[src/rtl/extremum_tracker.sv]
// ============================================================================
// extremum_tracker
// ----------------------------------------------------------------------------
// Multi-channel signed min/max tracker for an AXI-Stream sample feed.
// Over a window of 2^EF_log_count accepted beats every channel keeps a running
// minimum and maximum.  On the last beat of the window a pair of thresholds is
// derived per channel by pulling the extremes towards the window centre by a
// factor of 2^EF_shift.  The thresholds drive downstream fringe comparators.
//
// Parameters
//    SAMPLE_WIDTH   signed sample width of one channel
//    NUM_CHANNELS   number of channels packed side by side in S_AXIS_tdata
//    COUNT_WIDTH    beat counter width (EF_log_count must stay below it)
//
// Ports
//    aclk                 clock
//    areset               asynchronous active-high reset
//    EF_log_count         window length exponent, latched at window start
//    EF_shift             threshold contraction shift, latched at window start
//    EF_clear             single-cycle pulse aborting the current window
//    EF_lower_threshold   packed per-channel lower thresholds
//    EF_upper_threshold   packed per-channel upper thresholds
//    EF_update            one-cycle pulse after new thresholds are registered
//    EF_valid             sticky, set once the first window has completed
//    EF_clip              per-channel clip flag of the last completed window
//    S_AXIS_tvalid        input beat valid
//    S_AXIS_tdata         channel k at bits [k*SAMPLE_WIDTH +: SAMPLE_WIDTH]
//    S_AXIS_tready        always 1, the tracker never stalls the stream
//
// Build option
//    EXTREMUM_TRACKER_CLIP_EN  when defined, EF_clip reports whether any
//    sample of the completed window sat at full scale; otherwise EF_clip is
//    tied low and no clip logic exists.
// ============================================================================
module extremum_tracker #(
   parameter int SAMPLE_WIDTH = 16,
   parameter int NUM_CHANNELS = 2,
   parameter int COUNT_WIDTH  = 32
) (
   input  logic                                 aclk,
   input  logic                                 areset,
   input  logic [4:0]                           EF_log_count,
   input  logic [2:0]                           EF_shift,
   input  logic                                 EF_clear,
   output logic [NUM_CHANNELS*SAMPLE_WIDTH-1:0] EF_lower_threshold,
   output logic [NUM_CHANNELS*SAMPLE_WIDTH-1:0] EF_upper_threshold,
   output logic                                 EF_update,
   output logic                                 EF_valid,
   output logic [NUM_CHANNELS-1:0]              EF_clip,
   input  logic                                 S_AXIS_tvalid,
   input  logic [NUM_CHANNELS*SAMPLE_WIDTH-1:0] S_AXIS_tdata,
   output logic                                 S_AXIS_tready
);

   // Two guard bits keep the centre and the contraction differences exact:
   // a sum of two samples needs one extra bit and the difference of a sample
   // and the centre never needs more than that.
   localparam int WIDE = SAMPLE_WIDTH + 2;

   typedef logic signed [SAMPLE_WIDTH-1:0] sampleT;
   typedef logic signed [WIDE-1:0]         wideT;

   localparam sampleT POS_MAX = {1'b0, {(SAMPLE_WIDTH-1){1'b1}}};
   localparam sampleT NEG_MAX = {1'b1, {(SAMPLE_WIDTH-1){1'b0}}};
   localparam logic [COUNT_WIDTH-1:0] COUNT_ONE = COUNT_WIDTH'(1);

   logic [COUNT_WIDTH-1:0] beatCount;
   logic [COUNT_WIDTH-1:0] finalCount;
   logic                   atFinalCount;
   logic [4:0]             logCountLatched;
   logic [2:0]             shiftLatched;
   logic                   paramsPending;
   logic [4:0]             effLogCount;
   logic [2:0]             effShift;
   logic                   updatePulse;
   logic                   validFlag;

   sampleT runMin    [NUM_CHANNELS];
   sampleT runMax    [NUM_CHANNELS];
   sampleT sampleIn  [NUM_CHANNELS];
   sampleT nextMin   [NUM_CHANNELS];
   sampleT nextMax   [NUM_CHANNELS];
   sampleT lowerCalc [NUM_CHANNELS];
   sampleT upperCalc [NUM_CHANNELS];
   sampleT lowerReg  [NUM_CHANNELS];
   sampleT upperReg  [NUM_CHANNELS];

   wideT wideMin   [NUM_CHANNELS];
   wideT wideMax   [NUM_CHANNELS];
   wideT centre    [NUM_CHANNELS];
   wideT lowerWide [NUM_CHANNELS];
   wideT upperWide [NUM_CHANNELS];

   // The tracker accepts every beat, so the stream is never back-pressured.
   assign S_AXIS_tready = 1'b1;

   // Window parameters are held in registers so that changes made while a
   // window is running only apply from the next window onwards.  Reset cannot
   // load a register from a live input, so it raises paramsPending instead:
   // until the first clock edge after reset the live inputs are used directly
   // and that edge copies them into the latches.
   always_comb begin
      effLogCount  = paramsPending ? EF_log_count : logCountLatched;
      effShift     = paramsPending ? EF_shift     : shiftLatched;
      finalCount   = (COUNT_ONE << effLogCount) - COUNT_ONE;
      atFinalCount = (beatCount == finalCount);
   end

   // Per channel: fold the incoming sample into the running extremes and,
   // from those folded values, work out the thresholds this window would
   // produce if the current beat were its last.  The centre uses an
   // arithmetic shift, so it rounds towards minus infinity, and the
   // contracted distances are shifted the same way.  Both results stay
   // between the folded min and max, so dropping the guard bits is lossless.
   always_comb begin
      for (int ch = 0; ch < NUM_CHANNELS; ch++) begin
         sampleIn[ch]  = S_AXIS_tdata[ch*SAMPLE_WIDTH +: SAMPLE_WIDTH];
         nextMin[ch]   = (sampleIn[ch] < runMin[ch]) ? sampleIn[ch] : runMin[ch];
         nextMax[ch]   = (sampleIn[ch] > runMax[ch]) ? sampleIn[ch] : runMax[ch];
         wideMin[ch]   = {{2{nextMin[ch][SAMPLE_WIDTH-1]}}, nextMin[ch]};
         wideMax[ch]   = {{2{nextMax[ch][SAMPLE_WIDTH-1]}}, nextMax[ch]};
         centre[ch]    = (wideMax[ch] + wideMin[ch]) >>> 1;
         lowerWide[ch] = centre[ch] + ((wideMin[ch] - centre[ch]) >>> effShift);
         upperWide[ch] = centre[ch] + ((wideMax[ch] - centre[ch]) >>> effShift);
         lowerCalc[ch] = lowerWide[ch][SAMPLE_WIDTH-1:0];
         upperCalc[ch] = upperWide[ch][SAMPLE_WIDTH-1:0];
      end
   end

   // Main window state.  A clear takes priority over everything, including a
   // beat that would have closed the window, and discards that beat.  An
   // accepted final beat registers the new thresholds, raises the update
   // pulse for exactly one cycle, and restarts the window on the same edge
   // with fresh sentinels and freshly latched parameters, so the very next
   // beat already belongs to the new window.
   always_ff @(posedge aclk or posedge areset) begin
      if (areset) begin
         beatCount       <= '0;
         logCountLatched <= '0;
         shiftLatched    <= '0;
         paramsPending   <= 1'b1;
         updatePulse     <= 1'b0;
         validFlag       <= 1'b0;
         for (int ch = 0; ch < NUM_CHANNELS; ch++) begin
            runMin[ch]   <= POS_MAX;
            runMax[ch]   <= NEG_MAX;
            lowerReg[ch] <= POS_MAX;
            upperReg[ch] <= NEG_MAX;
         end
      end else begin
         updatePulse <= 1'b0;
         if (paramsPending) begin
            logCountLatched <= EF_log_count;
            shiftLatched    <= EF_shift;
            paramsPending   <= 1'b0;
         end
         if (EF_clear) begin
            beatCount <= '0;
            for (int ch = 0; ch < NUM_CHANNELS; ch++) begin
               runMin[ch] <= POS_MAX;
               runMax[ch] <= NEG_MAX;
            end
         end else if (S_AXIS_tvalid) begin
            if (atFinalCount) begin
               beatCount       <= '0;
               updatePulse     <= 1'b1;
               validFlag       <= 1'b1;
               logCountLatched <= EF_log_count;
               shiftLatched    <= EF_shift;
               for (int ch = 0; ch < NUM_CHANNELS; ch++) begin
                  runMin[ch]   <= POS_MAX;
                  runMax[ch]   <= NEG_MAX;
                  lowerReg[ch] <= lowerCalc[ch];
                  upperReg[ch] <= upperCalc[ch];
               end
            end else begin
               beatCount <= beatCount + COUNT_ONE;
               for (int ch = 0; ch < NUM_CHANNELS; ch++) begin
                  runMin[ch] <= nextMin[ch];
                  runMax[ch] <= nextMax[ch];
               end
            end
         end
      end
   end

   // Pack the per-channel threshold registers onto the flat output buses.
   always_comb begin
      EF_lower_threshold = '0;
      EF_upper_threshold = '0;
      for (int ch = 0; ch < NUM_CHANNELS; ch++) begin
         EF_lower_threshold[ch*SAMPLE_WIDTH +: SAMPLE_WIDTH] = lowerReg[ch];
         EF_upper_threshold[ch*SAMPLE_WIDTH +: SAMPLE_WIDTH] = upperReg[ch];
      end
   end

   assign EF_update = updatePulse;
   assign EF_valid  = validFlag;

`ifdef EXTREMUM_TRACKER_CLIP_EN
   logic [NUM_CHANNELS-1:0] clipHit;
   logic [NUM_CHANNELS-1:0] clipWindow;
   logic [NUM_CHANNELS-1:0] clipReg;

   // A sample counts as clipped when it sits on either full-scale code.
   always_comb begin
      clipHit = '0;
      for (int ch = 0; ch < NUM_CHANNELS; ch++) begin
         clipHit[ch] = (sampleIn[ch] == POS_MAX) || (sampleIn[ch] == NEG_MAX);
      end
   end

   // clipWindow gathers hits over the running window and follows the same
   // clear/final-beat rules as the extremes.  The reported flag only changes
   // when a window completes, and it includes the closing sample.  A clear
   // forgets the partial window but leaves the reported flag alone.
   always_ff @(posedge aclk or posedge areset) begin
      if (areset) begin
         clipWindow <= '0;
         clipReg    <= '0;
      end else if (EF_clear) begin
         clipWindow <= '0;
      end else if (S_AXIS_tvalid) begin
         if (atFinalCount) begin
            clipReg    <= clipWindow | clipHit;
            clipWindow <= '0;
         end else begin
            clipWindow <= clipWindow | clipHit;
         end
      end
   end

   assign EF_clip = clipReg;
`else
   // Without clip tracking the port stays for interface compatibility.
   assign EF_clip = '0;
`endif

endmodule

[config.mk]
export PLATFORM = sky130hd
export DESIGN_NAME = extremum_tracker
export DESIGN_NICKNAME = d
export VERILOG_FILES = /design/src/rtl/extremum_tracker.sv
export SDC_FILE = /design/constraint.sdc
export NUM_CORES = 1
export LEC_CHECK = 0
export ABC_AREA = 1
export CAP_MARGIN = 20
export CORE_ASPECT_RATIO = 0.9
export CORE_MARGIN = 10
export CORE_UTILIZATION = 45
export CTS_CLUSTER_DIAMETER = 200
export DETAILED_ROUTE_END_ITERATION = 8
export GPL_ROUTABILITY_DRIVEN = 1
export PLACE_DENSITY = 0.68
export SLEW_MARGIN = 20
export SYNTH_ARGS = -nofsm -noshare
export SYNTH_HDL_FRONTEND = slang
export SYNTH_SLANG_ARGS = --single-unit
[constraint.sdc]
create_clock -name aclk -period 7 [get_ports aclk]
set_clock_uncertainty 0.05 [all_clocks]
set_input_delay 0.7 -clock aclk [delete_from_list [all_inputs] [get_ports aclk]]
set_output_delay 0.7 -clock aclk [all_outputs]
set_load 0.02 [all_outputs]
# Word-level counts from Yosys, hierarchy flattened

Index checks and enable logic that the tools add are counted.

Bits of input ports: 44
Word-level logic and storage cells: 63
Bits in registers: 171

Magnitude comparators: 4
Equal/unequal tests: 1
Shifts and indexed selects: 5
Add/subtract/negate cells: 12
Bitwise operators: 1
Reductions and logical operators: 2
Multiplexer cells: 24

Operators with widths:

| operator                                                              | count |
|---|---|
| 32-bit two-way mux                                                    | 9 |
| 17-bit by 3-bit >>> shifter with 16-bit output                        | 4 |
| 16-bit by 16-bit subtractor with 17-bit output                        | 4 |
| 16-bit adder                                                          | 4 |
| 16-bit two-way mux                                                    | 4 |
| 16-bit by 16-bit adder with 17-bit output                             | 2 |
| 32-bit by 1-bit adder with 32-bit output (second input constant)      | 1 |
| 32-bit == test                                                        | 1 |
| 16-bit greater-than comparator                                        | 2 |
| 16-bit less-than comparator                                           | 2 |
| 1-bit by 5-bit left shift with 32-bit output (first input constant)   | 1 |
| 32-bit by 1-bit subtractor with 32-bit output (second input constant) | 1 |
| 5-bit two-way mux                                                     | 4 |
| 3-bit two-way mux                                                     | 4 |
| 1-bit two-way mux                                                     | 3 |
| 3-bit AND reduction                                                   | 1 |
| 2-bit nonzero test                                                    | 1 |
| 1-bit NOT                                                             | 1 |

# Depth between registers and ports, before layout

Gate-level depths: netlist of run 1.

Depth after elaboration: 7
Depth in mapped cells: 62

# Least setup slack after synthesis of run 1

No wires, ideal clock.

Kind: input to register
Start point: input S_AXIS_tdata[31]
End point: register lowerReg, in the netlist EF_lower_threshold[31]
Buffers on the path: 2
Arrival: 7245 ps
Stages on the path: 54
Setup slack: -412 ps
Setup time: 117 ps
Path through: ha_1 -> a21oi_1 -> o21ai_1 -> a21oi_2 -> nand2_1 -> nand2_2 -> nand2_4 -> buf_6 -> inv_1 -> clkbuf_1 -> nand2_1 -> o21ai_0 -> ha_1 -> a21oi_1 -> nand2_4 -> xor2_1 -> inv_1 -> ha_1 -> [... 18 more ...] -> ha_1 -> nand3_1 -> nand2_1 -> a21oi_1 -> o21ai_0 -> a21oi_1 -> o21ai_0 -> nand2_1 -> nand2_1 -> nand2_1 -> nand2_1 -> nand2_1 -> nand2_2 -> nand3b_1 -> nand2_1 -> nand2_1 -> nand3_1 -> nand2_1

Word-level cells in the longest chain between the ends: 6

RTL lines:

| what                                                                          | RTL line | text |
|---|---|---|
| start: declaration                                                            | 51       | `input logic [NUM_CHANNELS*SAMPLE_WIDTH-1:0] S_AXIS_tdata,` |
| 16-bit greater-than comparator or 16-bit less-than comparator (tied branches) | 119, 118 |  |
| 16-bit two-way mux (on tied branches)                                         | 119, 118 |  |
| 16-bit by 16-bit adder with 17-bit output                                     | 122      | `centre[ch] = (wideMax[ch] + wideMin[ch]) >>> 1;` |
| 16-bit by 16-bit subtractor with 17-bit output                                | 123      | `lowerWide[ch] = centre[ch] + ((wideMin[ch] - centre[ch]) >>> effShift);` |
| 17-bit by 3-bit >>> shifter with 16-bit output                                | 123      |  |
| 16-bit adder (*)                                                              | 123      |  |
| end signal: indexed assignment                                                | 173      | `lowerReg[ch] <= lowerCalc[ch];` |
| end: declaration                                                              | 85       | `sampleT lowerReg [NUM_CHANNELS];` |

Every way passes the cells marked *; elsewhere a longest branch is shown, timed or not.
A chain may end at the register's enable or synchronous reset.

# Final worst setup path of run 1

Start point: input S_AXIS_tdata[29]
End point: register lowerReg, in the netlist EF_lower_threshold[31]

Same word-level chain as after synthesis.

==> results of run 1 <==
-- worst max-delay path: cells and delay by family --
| kind | cells | cell delay (ns) |
|---|---|---|
| adders and majority gates | 4 | 1.26 |
| xor gates and xnor gates | 1 | 0.22 |
| muxes | 1 | 0.16 |
| AOI/OAI and AO/OA | 5 | 0.92 |
| and+or+nand+nor | 29 | 2.65 |
| buffers and inverters | 9 | 1.26 |
-- logic make-up after synthesis --
group / share of synthesized area
muxes: 0.00812
xor gates and xnor gates: 0.0633
AOI/OAI and AO/OA: 0.170
buffers and inverters: 0.0999
DFF: 0.208
adders and majority gates: 0.128
other: 0.000358
and+or+nand+nor: 0.322
-- synth_stat cells, types with 8 or more instances --
cell	n	area, sq um
or2_1	12	75.1
nand2_4	17	191
o21ai_2	28	245
buf_2	24	120
buf_4	11	82.6
nand2_2	54	338
o21ai_1	43	215
a31oi_1	15	93.8
nand3_1	261	1310
a22oi_1	17	128
mux2i_1	17	170
buf_6	8	90.1
nor2_1	179	672
o21ai_0	215	1080
xor2_1	106	928
a21oi_1	173	866
inv_1	396	1490
nor2_2	14	87.6
fa_1	10	200
or2_2	11	68.8
inv_2	25	93.8
nor4_1	11	68.8
a32oi_1	14	123
xnor2_1	35	307
nor3_1	49	245
nand3_2	30	300
nand2_1	731	2740
nand4_1	47	294
nand3b_1	16	120
ha_1	199	2490
dfstp_2	65	1710
dfrtp_1	106	2650
clkbuf_1	47	176
buf_1	12	45.0
a211oi_1	14	105
o32ai_1	14	123
-- stage by stage --
step | utilization | setup TNS (ns)
floorplan | - | -0.0193
global placement | 0.600 | -32.85
detailed placement | 0.600 | -40.37
CTS | 0.623 | -0.0137
global route | 0.682 | -6.99
finish | 0.682 | 0
-- sequential cells by signal, indices dropped and copies added, names as in the netlist --
name                flops
EF_upper_threshold     32
paramsPending           1
EF_update               1
shiftLatched            3
EF_valid                1
beatCount              32
logCountLatched         5
runMax                 32
runMin                 32
EF_lower_threshold     32
-- worst paths after layout --
path / slack, ns / end / cells past startpoint
setup / recovery: 0.11 / EF_lower_threshold[31]$_DFFE_PP0P_ / 49
hold / removal: 0.42 / EF_lower_threshold[10]$_DFFE_PP1P_ / 2
setup reg to reg: 0.12 / EF_lower_threshold[31]$_DFFE_PP0P_ / 53
hold reg to reg: 0.42 / EF_lower_threshold[10]$_DFFE_PP1P_ / 2
max in group asynchronous: 4.75 / EF_upper_threshold[25]$_DFFE_PP0P_ / 3
min in group asynchronous: 0.68 / EF_valid$_DFFE_PP0P_ / 2
-- per-layer routing --
layer,track usage,up-vias,wire length (um),share of wire
li1,-,12044,-,-
met1,0.328,11742,32900,0.42
met2,0.442,839,38000,0.49
met3,0.0314,173,4140,0.053
met4,0.0708,0,2490,0.032
met5,0,-,0,0
-- cell type report --
type / instances / area [sq um] / area share
flip-flops and latches: 171 / 4360 / 0.140
clock buffers: 17 / 425 / 0.0136
repair buffers: 872 / 6880 / 0.220
diodes: 1 / 2.50 / 0.0000802
clock inverters: 15 / 119 / 0.00381
multi-input cells: 2433 / 17100 / 0.547
inverters: 421 / 1600 / 0.0513
well taps: 608 / 761 / 0.0244
-- timing repair --
action,in CTS,in global routing
gates cloned,1,0
endpoints found under the setup margin,43,48
pin swaps,52,233
setup buffers,20,71
gates resized for setup,139,554
==> run summary, run 1 <==
Fillers - 3728
Post-layout nets - 4169
register area share after synthesis - 0.208
Routed WL - 77.6 mm
wire length of the first global-routing pass - 117 mm
clk slew on worst S/H paths - 0.07 ns
num rows - 74
Placed Instance Area - 27500 sq um
CTS tree - yes
status - finished, final reports clean
Starting Density - 0.458
Setup WS post-layout - 0.110 ns
Worst Hold Class - reg -> reg
Slew Limit Headroom - 0.254
io pins - 113
placed cells - 4415
vias in the first global route - 23888
routability congestion estimate - 0.968
CP dominant cell by count - nand2_1
violation count after the first detailed-route iteration - 2022
worst r2r src - runMin[3]$_DFFE_PP1P_
WL/cell - 17.1 um
area delta synth->final - 48.9%
Critical Path End Type - flop
Mapped Cells - 3124
max cap viols - 0
DRC - 0
width of the die - 248 um
Yosys Warn Count - 0
layout cells sized above 1 - 0.391
Setup crit start kind - input pin
Slew @ Worst Pin - 1.12 ns
fmax - 145 MHz
CP Launch Point - S_AXIS_tdata[29]
commonest non-fill, non-tap cell in the layout - buf_4
RSZ-0062 raised after global routing - true
clock sink total - 171
cts hold-fix bufs - 0
die area - 55600 sq um
All-Layer GR Usage - 0.256
Arrival @ worst endpoint - 7.21 ns
IO buf count - 109
Detail Route Antenna Nets - 0
Min Clock Period, post-route - 6.89 ns
core area - 45700 sq um
TritonRoute pass-1 iters - 8
CP max stage delay - 0.36 ns
DP Wirelength - 56.6 mm
Post-Syn Area - 21000 sq um
Hold Fails Final Rpt - 0
largest net degree at the start of global routing - 86
critical-path maximum fanout - 8
grt ovf - 0
start point of the worst hold path - EF_lower_threshold[10]$_DFFE_PP1P_
max-slew violations - 0
type of the worst setup path - in -> reg
Root Driver - clkbuf_16
crit share post-route - 0.984
data required time of the critical path - 7.32 ns
post-route non-filler standard cell count - 4538
Crit-path slowest cell - ha_1
Final Hold Slack - 0.416 ns
Max clock buf depth - 2
Vias per Instance - 5.46
Async S/R FF share, synth - 1.00
main flop type after synthesis - dfrtp_1
Via Count - 24798
initial antenna violation count - 0
Syn Area/Cell - 6.71 sq um
chip height - 225 um
# setup viols final - 0
commonest cells after routing, fill and taps aside - buf_4 (739), nand2_1 (655), inv_1 (347)
Final Cell Area - 31200 sq um
Num CTS Buffers - 17
number of synthesized flops with an enable pin - 0
# H-tree levels - 4
clk_lat worst skew - 0.48 ns
post-synthesis register bit count - 171
Synth cell types - 72
DP Worst Slack - -1.10 ns
Power of run 1 is left out: the tool's default activity adds up to more than one toggle a clock period on the data nets, which glitch-free logic cannot reach.
==> run 2, diff against run 1 <==
- ABC_CLOCK_PERIOD_IN_PS: unset -> 7000
- SETUP_SLACK_MARGIN: unset -> 0.05
==> run 2 against run 1 <==
  * Sequential share of layout area fell by 0.12 points
  * Routed wire length fell by 1.1%
  * Cell count fell by 0.62%
  * Non-clock buffer count fell by 26
  * First-iteration DRC count rose by 10%
==> run summary, run 2 (synthesized netlist as in run 1, its figures left out) <==
CP dominant cell by count - nand2_1
Root Driver - clkbuf_16
Worst Hold Class - reg -> reg
max-slew violations - 0 (unchanged)
WHS Path Cells - 2 (unchanged)
Via Count - 24529 (-1.1%)
Slew Limit Headroom - 0.255 (+0.00105)
clk slew on worst S/H paths - 0.07 ns (about the same)
Vias per Instance - 5.44 (-0.47%)
data required time of the critical path - 7.35 ns (+0.03 ns)
worst r2r src - runMin[2]$_DFFE_PP1P_
routability congestion estimate - 0.997 (+2.9%)
crit share post-route - 0.976 (-0.00863)
commonest cells after routing, fill and taps aside - buf_4 (711), nand2_1 (628), inv_1 (351)
diode count - 0 (-1)
core area - 45700 sq um (unchanged)
Num CTS Buffers - 17 (unchanged)
Arrival @ worst endpoint - 7.18 ns (-0.03 ns)
width of the die - 248 um (unchanged)
CP max stage delay - 0.53 ns (+0.17 ns)
Crit-path slowest cell - dfstp_2
DP Wirelength - 57.1 mm (+0.84%)
Critical Path End Type - flop
largest net degree at the start of global routing - 78 (-9.3%)
Setup WS post-layout - 0.170 ns (+0.0604 ns)
commonest non-fill, non-tap cell in the layout - buf_4
DRC - 0 (unchanged)
violation count after the first detailed-route iteration - 2227 (+10%)
wire length of the first global-routing pass - 116 mm (-1.0%)
critical path depth - 51 (+4.1%)
Hold Fails Final Rpt - 0 (unchanged)
critical-path maximum fanout - 5 (-3)
layout cells sized above 1 - 0.402 (+0.0107)
Setup crit start kind - flop
vias in the first global route - 23468 (-1.8%)
type of the worst setup path - reg -> reg
All-Layer GR Usage - 0.254 (-0.00141)
die area - 55600 sq um (unchanged)
clock sink total - 171 (unchanged)
Worst Path Buf+Inv - 9 (unchanged)
# setup viols final - 0 (unchanged)
io pins - 113 (unchanged)
DP Worst Slack - -0.957 ns (+0.144 ns)
Max clock buf depth - 2 (unchanged)
grt ovf - 0 (unchanged)
RSZ-0062 raised after global routing - true
CTS tree - yes
area delta synth->final - 50.1%
reg-to-reg setup timing slack - 0.17 ns (+0.05 ns)
num rows - 74 (unchanged)
Min Clock Period, post-route - 6.83 ns (-0.0604 ns)
IO buf count - 109 (unchanged)
chip height - 225 um (unchanged)
status - finished, final reports clean
clk_lat worst skew - 0.48 ns (about the same)
max cap viols - 0 (unchanged)
TritonRoute pass-1 iters - 6 (-2)
Detail Route Antenna Nets - 0 (unchanged)
start point of the worst hold path - EF_lower_threshold[28]$_DFFE_PP1P_
family with the most delay on the worst path - simple AND/OR/NAND/NOR gates
CP Launch Point - runMin[2]$_DFFE_PP1P_
Routed WL - 76.7 mm (-1.1%)
FF-to-FF path depth - 51 (-3.8%)
fmax - 146 MHz (+0.88%)
Slew @ Worst Pin - 1.12 ns (-0.00157 ns)
Post-layout nets - 4142 (-0.65%)
# H-tree levels - 4 (unchanged)
initial antenna violation count - 0 (unchanged)
WL/cell - 17.0 um (-0.48%)
Starting Density - 0.458 (unchanged)
==> run 2: cell count changes in the layout (fill, tap and decap cells not counted), sizes merged <==
| cell | previous run | this run |
|---|---|---|
| nand2 | 803 | 802 |
| clkinv | 10 | 4 |
| bufinv | 0 | 3 |
| diode | 1 | 0 |
| clkdlybuf4s15 | 2 | 3 |
| clkinvlp | 1 | 3 |
| dlygate4sd2 | 11 | 9 |
| dlymetal6s2s | 5 | 1 |
| clkbuf | 31 | 37 |
| buf | 763 | 737 |
==> run 2: cell type report <==
class | count | area (sq um)
clock buffers | 18 | 439
well taps | 608 | 761
multi-input cells | 2432 | 17500
fillers | 3648 | 14300
repair buffers | 846 | 6670
flip-flops and latches | 171 | 4360
inverters | 421 | 1600
clock inverters | 14 | 184
==> run 2: what timing repair did <==
| item | 4_1_cts | 5_1_grt |
|---|---|---|
| setup endpoints to repair | 42 | 48 |
| setup buffers | 11 | 63 |
| gates resized for setup | 135 | 633 |
| hold buffers | 0 | 0 |
| pin swaps | 48 | 287 |
==> run 2: worst paths after layout <==
| check | to |
|---|---|
| max | EF_lower_threshold[26]$_DFFE_PP1P_ |
| min | EF_lower_threshold[28]$_DFFE_PP1P_ |
| max reg2reg | EF_lower_threshold[26]$_DFFE_PP1P_ |
| min reg2reg | EF_lower_threshold[28]$_DFFE_PP1P_ |
| max in group asynchronous | EF_upper_threshold[30]$_DFFE_PP0P_ |
| min in group asynchronous | runMax[23]$_DFFE_PP0P_ |
==> run 2: metal layers <==
metal  part of all wire  global-route usage
met1               0.43               0.323
met2               0.48               0.432
met3              0.055              0.0399
met5                  0                   0
met4              0.033              0.0820
==> run 2: worst register-to-register path, delay by kind of cell, from the launching register on <==
family	cells	cell delay, ns
DFF	1	0.53
muxes	2	0.37
and+or+nand+nor	26	2.53
xor gates and xnor gates	1	0.22
buffers and inverters	9	0.84
adders and majority gates	4	1.14
AOI/OAI and AO/OA	9	1.08
==> run 2: stage by stage <==
stage	TNS, ns	cell area (sq um)	instances	hold WS (ns)	utilization
after floorplan	0	21100	3126	0.409	-
after global placement	-26.61	27400	4407	0.408	0.600
after detailed placement	-33.52	27400	4407	0.410	0.600
after CTS	0	28500	4450	0.423	0.622
after global routing	-3.53	31500	4510	0.437	0.688
final	0	31500	4510	0.415	0.688
Power of run 2 is left out for the same reason.
